## src/rtl/mem_ctrl_pkg.sv

```systemverilog
// Shared widths, FSM states, length codes and request-source encoding for the
// byte-serialising memory controller.
package mem_ctrl_pkg;

  localparam int unsigned AddrW = 32;
  localparam int unsigned DataW = 32;

  typedef enum logic [1:0] {
    StIdle,
    StRead,
    StWrite,
    StDone
  } state_e;

  typedef enum logic {
    SrcMem,
    SrcIf
  } src_e;

  localparam logic [2:0] LenB = 3'd1;
  localparam logic [2:0] LenH = 3'd2;
  localparam logic [2:0] LenW = 3'd4;

  // Anything that is not a byte or halfword is handled as a full word.
  function automatic logic [2:0] norm_len(input logic [2:0] len);
    case (len)
      LenB:    return LenB;
      LenH:    return LenH;
      default: return LenW;
    endcase
  endfunction

endpackage

```

## src/rtl/mem_ext.sv

```systemverilog
// Load-data extension: sign- or zero-extends an assembled little-endian word
// according to the access length.
module mem_ext
  import mem_ctrl_pkg::*;
#(
  parameter int unsigned DATA_W = DataW
) (
  input  logic [DATA_W-1:0] word,
  input  logic [2:0]        len,
  input  logic              sgn,
  output logic [DATA_W-1:0] ext
);

  always_comb begin
    ext = word;
    case (len)
      LenB:    ext = {{(DATA_W - 8){sgn & word[7]}}, word[7:0]};
      LenH:    ext = {{(DATA_W - 16){sgn & word[15]}}, word[15:0]};
      default: ext = word;
    endcase
  end

endmodule

```

## src/rtl/mem_ctrl.sv

```systemverilog
// Memory controller: serialises MEM loads/stores and IF fetches onto a byte-wide
// synchronous RAM port with one-cycle read latency.
module mem_ctrl
  import mem_ctrl_pkg::*;
#(
  parameter int unsigned ADDR_W = AddrW,
  parameter int unsigned DATA_W = DataW
) (
  input  logic              clk,
  input  logic              rst,
  input  logic              mem_load,
  input  logic              mem_save,
  input  logic [ADDR_W-1:0] mem_addr,
  input  logic [DATA_W-1:0] mem_wdata,
  input  logic [2:0]        mem_len,
  input  logic              mem_signed,
  output logic              mem_done,
  output logic [DATA_W-1:0] mem_rdata,
  input  logic              if_req,
  input  logic [ADDR_W-1:0] if_addr,
  output logic              if_done,
  output logic [DATA_W-1:0] if_data,
  output logic [ADDR_W-1:0] ram_a,
  output logic [7:0]        ram_dout,
  output logic              ram_wr,
  input  logic [7:0]        ram_din
);

  state_e            state_q, state_d;
  src_e              src_q, src_d;
  logic [2:0]        cnt_q, cnt_d;
  logic [2:0]        len_q, len_d;
  logic              sgn_q, sgn_d;
  logic [ADDR_W-1:0] addr_q, addr_d;
  logic [DATA_W-1:0] wdata_q, wdata_d;
  logic [DATA_W-1:0] buf_q, buf_d;

  logic              mem_done_q, mem_done_d;
  logic              if_done_q, if_done_d;
  logic [DATA_W-1:0] mem_rdata_q, mem_rdata_d;
  logic [DATA_W-1:0] if_data_q, if_data_d;
  logic [ADDR_W-1:0] ram_a_q, ram_a_d;
  logic [7:0]        ram_dout_q, ram_dout_d;
  logic              ram_wr_q, ram_wr_d;

  logic              mem_req;
  logic [2:0]        nxt;
  logic [1:0]        idx;
  logic [1:0]        lane;
  logic [DATA_W-1:0] cap_word;
  logic [DATA_W-1:0] ext_word;

  assign mem_req = mem_load | mem_save;
  assign nxt     = cnt_q + 3'd1;
  assign idx     = nxt[1:0];
  // The byte on ram_din was addressed one cycle earlier, so it lands one lane behind cnt_q.
  assign lane    = cnt_q[1:0] - 2'd1;

  always_comb begin
    cap_word = buf_q;
    cap_word[8*lane +: 8] = ram_din;
  end

  mem_ext #(
    .DATA_W (DATA_W)
  ) u_ext (
    .word (cap_word),
    .len  (len_q),
    .sgn  (sgn_q),
    .ext  (ext_word)
  );

  always_comb begin
    state_d     = state_q;
    src_d       = src_q;
    cnt_d       = cnt_q;
    len_d       = len_q;
    sgn_d       = sgn_q;
    addr_d      = addr_q;
    wdata_d     = wdata_q;
    buf_d       = buf_q;
    mem_done_d  = 1'b0;
    if_done_d   = 1'b0;
    mem_rdata_d = '0;
    if_data_d   = '0;
    ram_a_d     = '0;
    ram_dout_d  = '0;
    ram_wr_d    = 1'b0;

    unique case (state_q)
      StIdle: begin
        if (mem_req || if_req) begin
          cnt_d = '0;
          buf_d = '0;
          if (mem_req) begin
            src_d   = SrcMem;
            addr_d  = mem_addr;
            len_d   = norm_len(mem_len);
            sgn_d   = mem_signed;
            wdata_d = mem_wdata;
          end else begin
            src_d   = SrcIf;
            addr_d  = if_addr;
            len_d   = LenW;
            sgn_d   = 1'b0;
            wdata_d = '0;
          end
          ram_a_d = addr_d;
          if (mem_req && !mem_load) begin
            state_d    = StWrite;
            ram_dout_d = mem_wdata[7:0];
            ram_wr_d   = 1'b1;
          end else begin
            state_d = StRead;
          end
        end
      end

      StRead: begin
        if (src_q == SrcIf && !if_req) begin
          state_d = StIdle;
          cnt_d   = '0;
          buf_d   = '0;
        end else begin
          cnt_d = nxt;
          if (cnt_q != 3'd0) buf_d = cap_word;
          if (nxt < len_q) ram_a_d = addr_q + ADDR_W'(nxt);
          if (cnt_q == len_q) begin
            state_d = StDone;
            cnt_d   = '0;
            buf_d   = '0;
            if (src_q == SrcMem) begin
              mem_done_d  = 1'b1;
              mem_rdata_d = ext_word;
            end else begin
              if_done_d = 1'b1;
              if_data_d = cap_word;
            end
          end
        end
      end

      StWrite: begin
        if (nxt < len_q) begin
          cnt_d      = nxt;
          ram_a_d    = addr_q + ADDR_W'(nxt);
          ram_dout_d = wdata_q[8*idx +: 8];
          ram_wr_d   = 1'b1;
        end else begin
          state_d    = StDone;
          cnt_d      = '0;
          mem_done_d = 1'b1;
        end
      end

      StDone: begin
        state_d = StIdle;
      end

      default: state_d = StIdle;
    endcase
  end

  always_ff @(posedge clk or negedge rst) begin
    if (!rst) begin
      state_q     <= StIdle;
      src_q       <= SrcMem;
      cnt_q       <= '0;
      len_q       <= '0;
      sgn_q       <= 1'b0;
      addr_q      <= '0;
      wdata_q     <= '0;
      buf_q       <= '0;
      mem_done_q  <= 1'b0;
      if_done_q   <= 1'b0;
      mem_rdata_q <= '0;
      if_data_q   <= '0;
      ram_a_q     <= '0;
      ram_dout_q  <= '0;
      ram_wr_q    <= 1'b0;
    end else begin
      state_q     <= state_d;
      src_q       <= src_d;
      cnt_q       <= cnt_d;
      len_q       <= len_d;
      sgn_q       <= sgn_d;
      addr_q      <= addr_d;
      wdata_q     <= wdata_d;
      buf_q       <= buf_d;
      mem_done_q  <= mem_done_d;
      if_done_q   <= if_done_d;
      mem_rdata_q <= mem_rdata_d;
      if_data_q   <= if_data_d;
      ram_a_q     <= ram_a_d;
      ram_dout_q  <= ram_dout_d;
      ram_wr_q    <= ram_wr_d;
    end
  end

  assign mem_done  = mem_done_q;
  assign if_done   = if_done_q;
  assign mem_rdata = mem_rdata_q;
  assign if_data   = if_data_q;
  assign ram_a     = ram_a_q;
  assign ram_dout  = ram_dout_q;
  assign ram_wr    = ram_wr_q;

endmodule

```

## config.mk

```make
export PLATFORM = sky130hd
export DESIGN_NAME = mem_ctrl
export DESIGN_NICKNAME = d
export VERILOG_FILES = /design/src/rtl/mem_ctrl_pkg.sv /design/src/rtl/mem_ext.sv /design/src/rtl/mem_ctrl.sv
export SDC_FILE = /design/constraint.sdc
export NUM_CORES = 1
export LEC_CHECK = 0
export ABC_AREA = 1
export CAP_MARGIN = 30
export CORE_UTILIZATION = 49
export CTS_CLUSTER_DIAMETER = 40
export DETAILED_ROUTE_END_ITERATION = 6
export PLACE_DENSITY = 0.84
export SLEW_MARGIN = 10
export SYNTH_ARGS = -nofsm -noshare
export SYNTH_HDL_FRONTEND = slang
export SYNTH_SLANG_ARGS = --single-unit
```

## constraint.sdc

```tcl
create_clock -name clk -period 4.6 [get_ports clk]
set_input_delay 0.92 -clock clk [delete_from_list [all_inputs] [get_ports clk]]
set_output_delay 0.92 -clock clk [all_outputs]
set_load 0.02 [all_outputs]
```

**Word-level counts from Yosys, hierarchy flattened**

Cells that the tools add are included.

- Register bits: 213
- Input port bits: 113
- Logic and storage cells: 104

- Add/subtract/negate cells: 4
- Order comparisons: 1
- Eq/ne operators: 12
- Shift operators: 3
- Mux-type cells: 53
- Bitwise logic cells: 3
- Reductions and logical operators: 13

Operator list:

| operator | count |
|---|---|
| $mux 32 | 17 |
| $pmux 32 s2 | 2 |
| $pmux 32 s3 | 1 |
| $neg 5->34 | 1 |
| $shift 8x34->32 const A | 1 |
| $shiftx 8x34->32 | 1 |
| $add 32x3->32 | 1 |
| $bwmux 32 | 1 |
| $shiftx 32x6->8 | 1 |
| $mux 8 | 3 |
| $pmux 8 s2 | 1 |
| $mux 3 | 5 |
| $mux 1 | 13 |
| $mux 2 | 5 |
| $pmux 3 s3 | 1 |
| $pmux 2 s4 | 1 |
| $eq 3x1->1 const B | 2 |
| $eq 3x2->1 const B | 2 |
| $pmux 3 s2 | 1 |
| $reduce_and 3->1 | 2 |
| $reduce_bool 3->1 | 2 |
| $eq 2x2->1 const B | 2 |
| $ne 2x2->1 const B | 2 |
| $ne 4x4->1 const B | 1 |
| 15 further kinds | 20 |

**Logic depth before layout (Yosys ltp)**

- Word-level depth: 10
- Mapped depth: 16
- Depth with buffers taken out: 13

**Hierarchy**

From an unflattened synthesis, not the netlist that was laid out.

- Cell total of the unflattened synthesis: 1327
- Area, all modules: 10593.9 µm²

Modules (own cells, without submodules):

| module | times used | cells an instance | area an instance (µm²) | seq. area each (µm²) |
|---|---|---|---|---|
| mem_ctrl | 1 | 1254 | 10183.5 | 5330.1 |
| mem_ext | 1 | 73 | 410.4 | 0.0 |

**Worst setup path before layout**

No wires, ideal clock.

- Path type: register to register
- Start point: register cnt_q[0]
- End point: register state_q[0]
- Data arrival time: 2.632 ns
- Setup slack: 1.840 ns
- Stages on the path, launching flop included: 16
- Period minus slack after synthesis: 2.760 ns
- Cells stage by stage: dfrtp_1 -> buf_2 -> inv_2 -> buf_2 -> clkbuf_1 -> ha_1 -> ha_1 -> inv_1 -> o21ai_0 -> nand2_1 -> nand2_1 -> clkinv_1 -> nand2_1 -> nand2_1 -> nor2_1 -> o21ai_0

- Word-level cells in the longest chain between the ends: 4

Ends and longest elaborated chain:

| what | RTL line | source |
|---|---|---|
| start: declaration | mem_ctrl.sv:31 | `logic [2:0] cnt_q, cnt_d;` |
| start signal: assignment | mem_ctrl.sv:184 | `cnt_q <= cnt_d;` |
| $add 3x1->3 | mem_ctrl.sv:54 | `assign nxt = cnt_q + 3'd1;` |
| $lt 3x3->1 | mem_ctrl.sv:144 | `if (nxt < len_q) begin` |
| $ne 2x2->1 (no line) | -- |  |
| $reduce_and 3->1 (no line) * | -- |  |
| end signal: assignment | mem_ctrl.sv:166 | `state_q <= StIdle;` |
| end signal: assignment | mem_ctrl.sv:182 | `state_q <= state_d;` |
| end: declaration | mem_ctrl.sv:29 | `state_e state_q, state_d;` |

Every way passes the cells marked *; elsewhere a longest branch is shown, timed or not.
A chain may end at the register's enable or synchronous reset.

**Worst setup path after layout**

- Start point: register cnt_q[0]
- End point: register ram_a_q[16], in the netlist ram_a[16]

- Word-level cells in the longest chain between the ends: 5

Ends and longest elaborated chain:

| what | RTL line | source |
|---|---|---|
| $add 3x1->3 * | mem_ctrl.sv:54 |  |
| $add 32x3->32 or $lt 3x3->1 (tied branches) | mem_ctrl.sv:127, mem_ctrl.sv:146, mem_ctrl.sv:144 |  |
| $mux 32 * | mem_ctrl.sv:127, mem_ctrl.sv:144 |  |
| $mux 32 | mem_ctrl.sv:120 | `if (src_q == SrcIf && !if_req) begin` |
| $pmux 32 s3 * | mem_ctrl.sv:90 | `unique case (state_q)` |
| named net ram_a_d[16] | mem_ctrl.sv:42 | `logic [ADDR_W-1:0] ram_a_q, ram_a_d;` |
| end signal: assignment | mem_ctrl.sv:194 | `ram_a_q <= ram_a_d;` |
| end: declaration | mem_ctrl.sv:42 |  |

Mark *: on every way through the listed nets, which the timed path passes. The rest lies on a longest branch.

==> metrics.md <==
| Metric | Value |
|---|---|
| Critical register-to-register path startpoint | cnt_q[0] |
| Via Count | 9242 |
| Postcts setup bufs | 0 |
| Cell-by-cell listing of the critical path | inv_2 > buf_4 > ha_1 > ha_1 > inv_1 > o21ai_0 > nand2_1 > nand2_1 > nor2_2 > buf_4 > o211ai_1 > a21oi_1 |
| Setup Total Neg Slack | 0 ns |
| Initial Utilization | 49.9% |
| Number of library cell types mapped by synthesis | 37 |
| First-iteration detailed-routing DRC count | 653 |
| CP startpoint | cnt_q[0] |
| Combinational group share of total power | 39.8% |
| Clock latency on the worst-skew pair | 0.54 ns |
| Min Tclk post-route | 3.24 ns |
| Final worst-path cycle share | 70.4% |
| Number of maximum-capacitance constraint violations | 0 |
| Critical path capture point type | flop |
| Endpoints failing setup | 0 |
| Area overhead of the layout relative to synthesis | 33.8% |
| Placed instance area | 0.0125 mm² |
| Design Power | 8.01 mW |
| Core region area | 0.0202 mm² |
| Post-detailed-route count of antenna-violating nets | 0 |
| Final estimated routing congestion in global placement | 0.873 |
| Sequential cell fraction of total power | 33.2% |
| Worst setup slack for register-to-register paths | 1.36 ns |
| Area of the mapped netlist | 0.0101 mm² |
| Crit path launch type | flop |
| Y dimension of the die | 146 µm |
| Endpoint arrival time on the critical path | 3.67 ns |
| Cell chosen for the clock root | sky130_fd_sc_hd__clkbuf_16 |
| P_sw | 3.27 mW |
| CTS tree | yes |
| Commonest non-fill, non-tap cell in the layout | sky130_fd_sc_hd__nand2_1 |
| Run status | complete, no violations |
| Leakage power figure | 6.36 nW |
| Max VDD drop | 0.331 mV |
| Post-cts resize count | 0 |
| Cell row count | 52 |
| Most used cells in the layout excluding fill and tap cells | 400 x sky130_fd_sc_hd__nand2_1, 218 x sky130_fd_sc_hd__clkdlybuf4s50_1, 213 x sky130_fd_sc_hd__dfrtp_1, 140 x sky130_fd_sc_hd__inv_1, 132 x sky130_fd_sc_hd__nor2_1 |
| Clk slew on worst S/H paths | 0.06 ns |
| Basic-gate share of the synthesized area counting and, or, nand and nor cells | 25.0% |
| Share of synthesized registers carrying an async set or reset | 100% |
| Post-Route Utilization | 66.8% |
| Switch share | 40.8% |
| Worst hold path type | primary input to async pin |
| Total Routing Usage GR | 26.1% |
| Via-to-Cell Ratio | 5.21 |
| Total routed wirelength | 27300 µm |
| Type of the worst setup path | flop to flop |
| Count of flip-flops with a built-in enable after synthesis | 0 |
| Horizontal die dimension | 146 µm |
| Number of antenna violations at the first check in global routing | 0 |
| Complex-gate fraction of the synthesized area | 12.2% |
| Number of H-tree levels | 1 |
| WP data required | 5.03 ns |
| Unrepaired setup endpoints after global routing | false |
| Count of warnings emitted by yosys | 0 |
| Final number of hold-violating endpoints | 0 |
| Syn_nets | 1401 |
| Synth Flop Type | sky130_fd_sc_hd__dfrtp_1 |
| Worst-case clock skew | 0.0286 ns |
| Yosys top cell by area | sky130_fd_sc_hd__dfrtp_1 |
| Syn avg cell area | 7.94 µm² |
| Worst-case clock buffer depth | 3 |
| Maximum operating frequency | 309 MHz |
| Synthesized-area fraction occupied by xor and xnor cells | 0.0868% |
| Slew margin rel. | 39.4% |
| Global-route wire length before repair | 44700 µm |
| Detailed placement HPWL | 18900 µm |
| Number of buffers created by CTS | 26 |
| Largest net degree at the start of global routing | 120 |
| First drt pass iteration count | 6 |
| Transition at the pin with the smallest max-transition slack | 0.908 ns |
| Fill count | 1627 |
| Via count of the first global-routing pass | 8934 |
| Final Instance Count excl. Fillers | 1773 |
| Sequential share of the synthesized area | 52.8% |
| Fraction of synthesized cell area taken by the top area cell type | 52.8% |
| Share of post-route cells with drive strength above 1 | 6.25% |
| Count of final max-slew check failures | 0 |
| Count of input and output buffers | 219 |
| Design internal power | 4.74 mW |
| Antenna Diode Count | 0 |
| Overflow left after global routing | 0 |
| Power density cells | 593 mW/mm² |
| Largest fanout of any net on the critical path | 23 |
| Drc violations | 0 |
| Cell count after synthesis | 1272 |
| Number of nets in the final layout | 1614 |
| Top post-synthesis cells by area | sky130_fd_sc_hd__dfrtp_1 53%, sky130_fd_sc_hd__nand2_1 15%, sky130_fd_sc_hd__o21ai_0 5.7% |
| Synthesized flop and latch total | 213 |
| Crit path max-delay cell type | sky130_fd_sc_hd__nor2_2 |
| Largest incremental delay on the critical path | 0.70 ns |
| TritonCTS sink count | 213 |
| Relative contribution of the clock network to total power | 26.9% |
| Multiplexer area fraction after synthesis | 0% |
| Post-cts hold buffer count | 0 |
| Combinational family with the most area after synthesis | simple AND/OR/NAND/NOR gates |
| Full die area | 0.0212 mm² |
| Final instance area | 0.0135 mm² |
| Synth Area in Adders | 2.06% |
| Worst reg2reg path endpoint | ram_a[16] |
| Critical path endpoint | ram_a[16] |
| Average wire per standard cell | 15.4 µm |
| Number of cells traversed by the worst register-to-register path | 12 |
| Number of cells in the design after placement | 1724 |
| Top-level port count | 220 |
-- logic make-up (layout without fill, tap and decap cells) --
kind of cell	count (synthesis)	count (layout)
AO/OA/AOI/OAI	225	225
XOR/XNOR	1	1
adder cells (fa/ha/maj)	16	16
buffers and inverters	197	428
flip-flops	213	213
AND/OR/NAND/NOR	620	620
-- final cells by class --
type                            count  area, µm²  share of cell area (%)
Inverter                          150        563                    4.17
Clock buffer                       31        699                    5.18
Sequential cell                   213       5330                    39.5
Clock inverter                     15        223                    1.65
Timing Repair Buffer              232       2370                    17.5
Tap cell                          270        338                    2.50
Multi-Input combinational cell    862       3990                    29.5
-- metrics by stage --
stage / hold slack (ns) / setup WS (ns)
finish: 0.241 / 1.36
CTS: 0.480 / 1.40
global route: 0.241 / 1.14
detailed placement: 0.465 / 1.32
floorplan: 0.448 / 1.84
global placement: 0.462 / 1.36
-- power groups by stage --
stage | clock network (mW) | registers, mW | logic [mW]
finish | 2.16 | 2.66 | 3.19
detailed placement | 0 | 2.67 | 3.12
global placement | 0 | 2.67 | 3.00
CTS | 2.17 | 2.66 | 3.15
global route | 2.25 | 2.72 | 3.52
floorplan | 0 | 2.75 | 2.01
-- how the worst min path moves through the flow --
| stage | depth (start not counted) | endpoint | slack [ns] |
|---|---|---|---|
| 2_1_floorplan | 2 | wdata_q[0] | 0.45 |
| 3_3_place_gp | 2 | buf_q[3] | 0.46 |
| 3_5_place_dp | 2 | buf_q[5] | 0.47 |
| 4_1_cts | 2 | buf_q[5] | 0.48 |
| 5_1_grt | 1 | mem_rdata[28] | 0.24 |
| 6_report | 1 | mem_rdata[28] | 0.24 |
-- per-layer routing --
metal | track usage (%) | wire length, µm
met1 | 35.3 | 12000
met2 | 43.1 | 12800
met3 | 4.42 | 1760
met4 | 8.37 | 839
met5 | 0 | 0
-- worst max-delay path: cells and delay by family (launching register included) --
kind,cells,cell delay [ns]
AO/OA/AOI/OAI,3,0.35
buffers and inverters,4,0.66
flip-flops,1,0.65
AND/OR/NAND/NOR,3,0.85
adder cells (fa/ha/maj),2,0.62
-- state kept, by name (all words and copies together), names as in the netlist, 8 cells and up --
register / flops
addr_q: 32
wdata_q: 32
mem_rdata: 32
buf_q: 32
if_data: 32
ram_dout: 8
ram_a: 32
-- Yosys cell counts (all sizes together), types with 2 or more instances --
library cell and number:
a31oi 2, ha 15, nor2 146, nand3 56, o21a 16, o221ai 8, o21ai 131, nand2 406
buf 20, o22ai 3, o211ai 3, nor3 4, a21oi 59, clkinv 2, clkbuf 27, dfrtp 213
nand4 6, inv 148
Power figures use the tool's default switching activity.
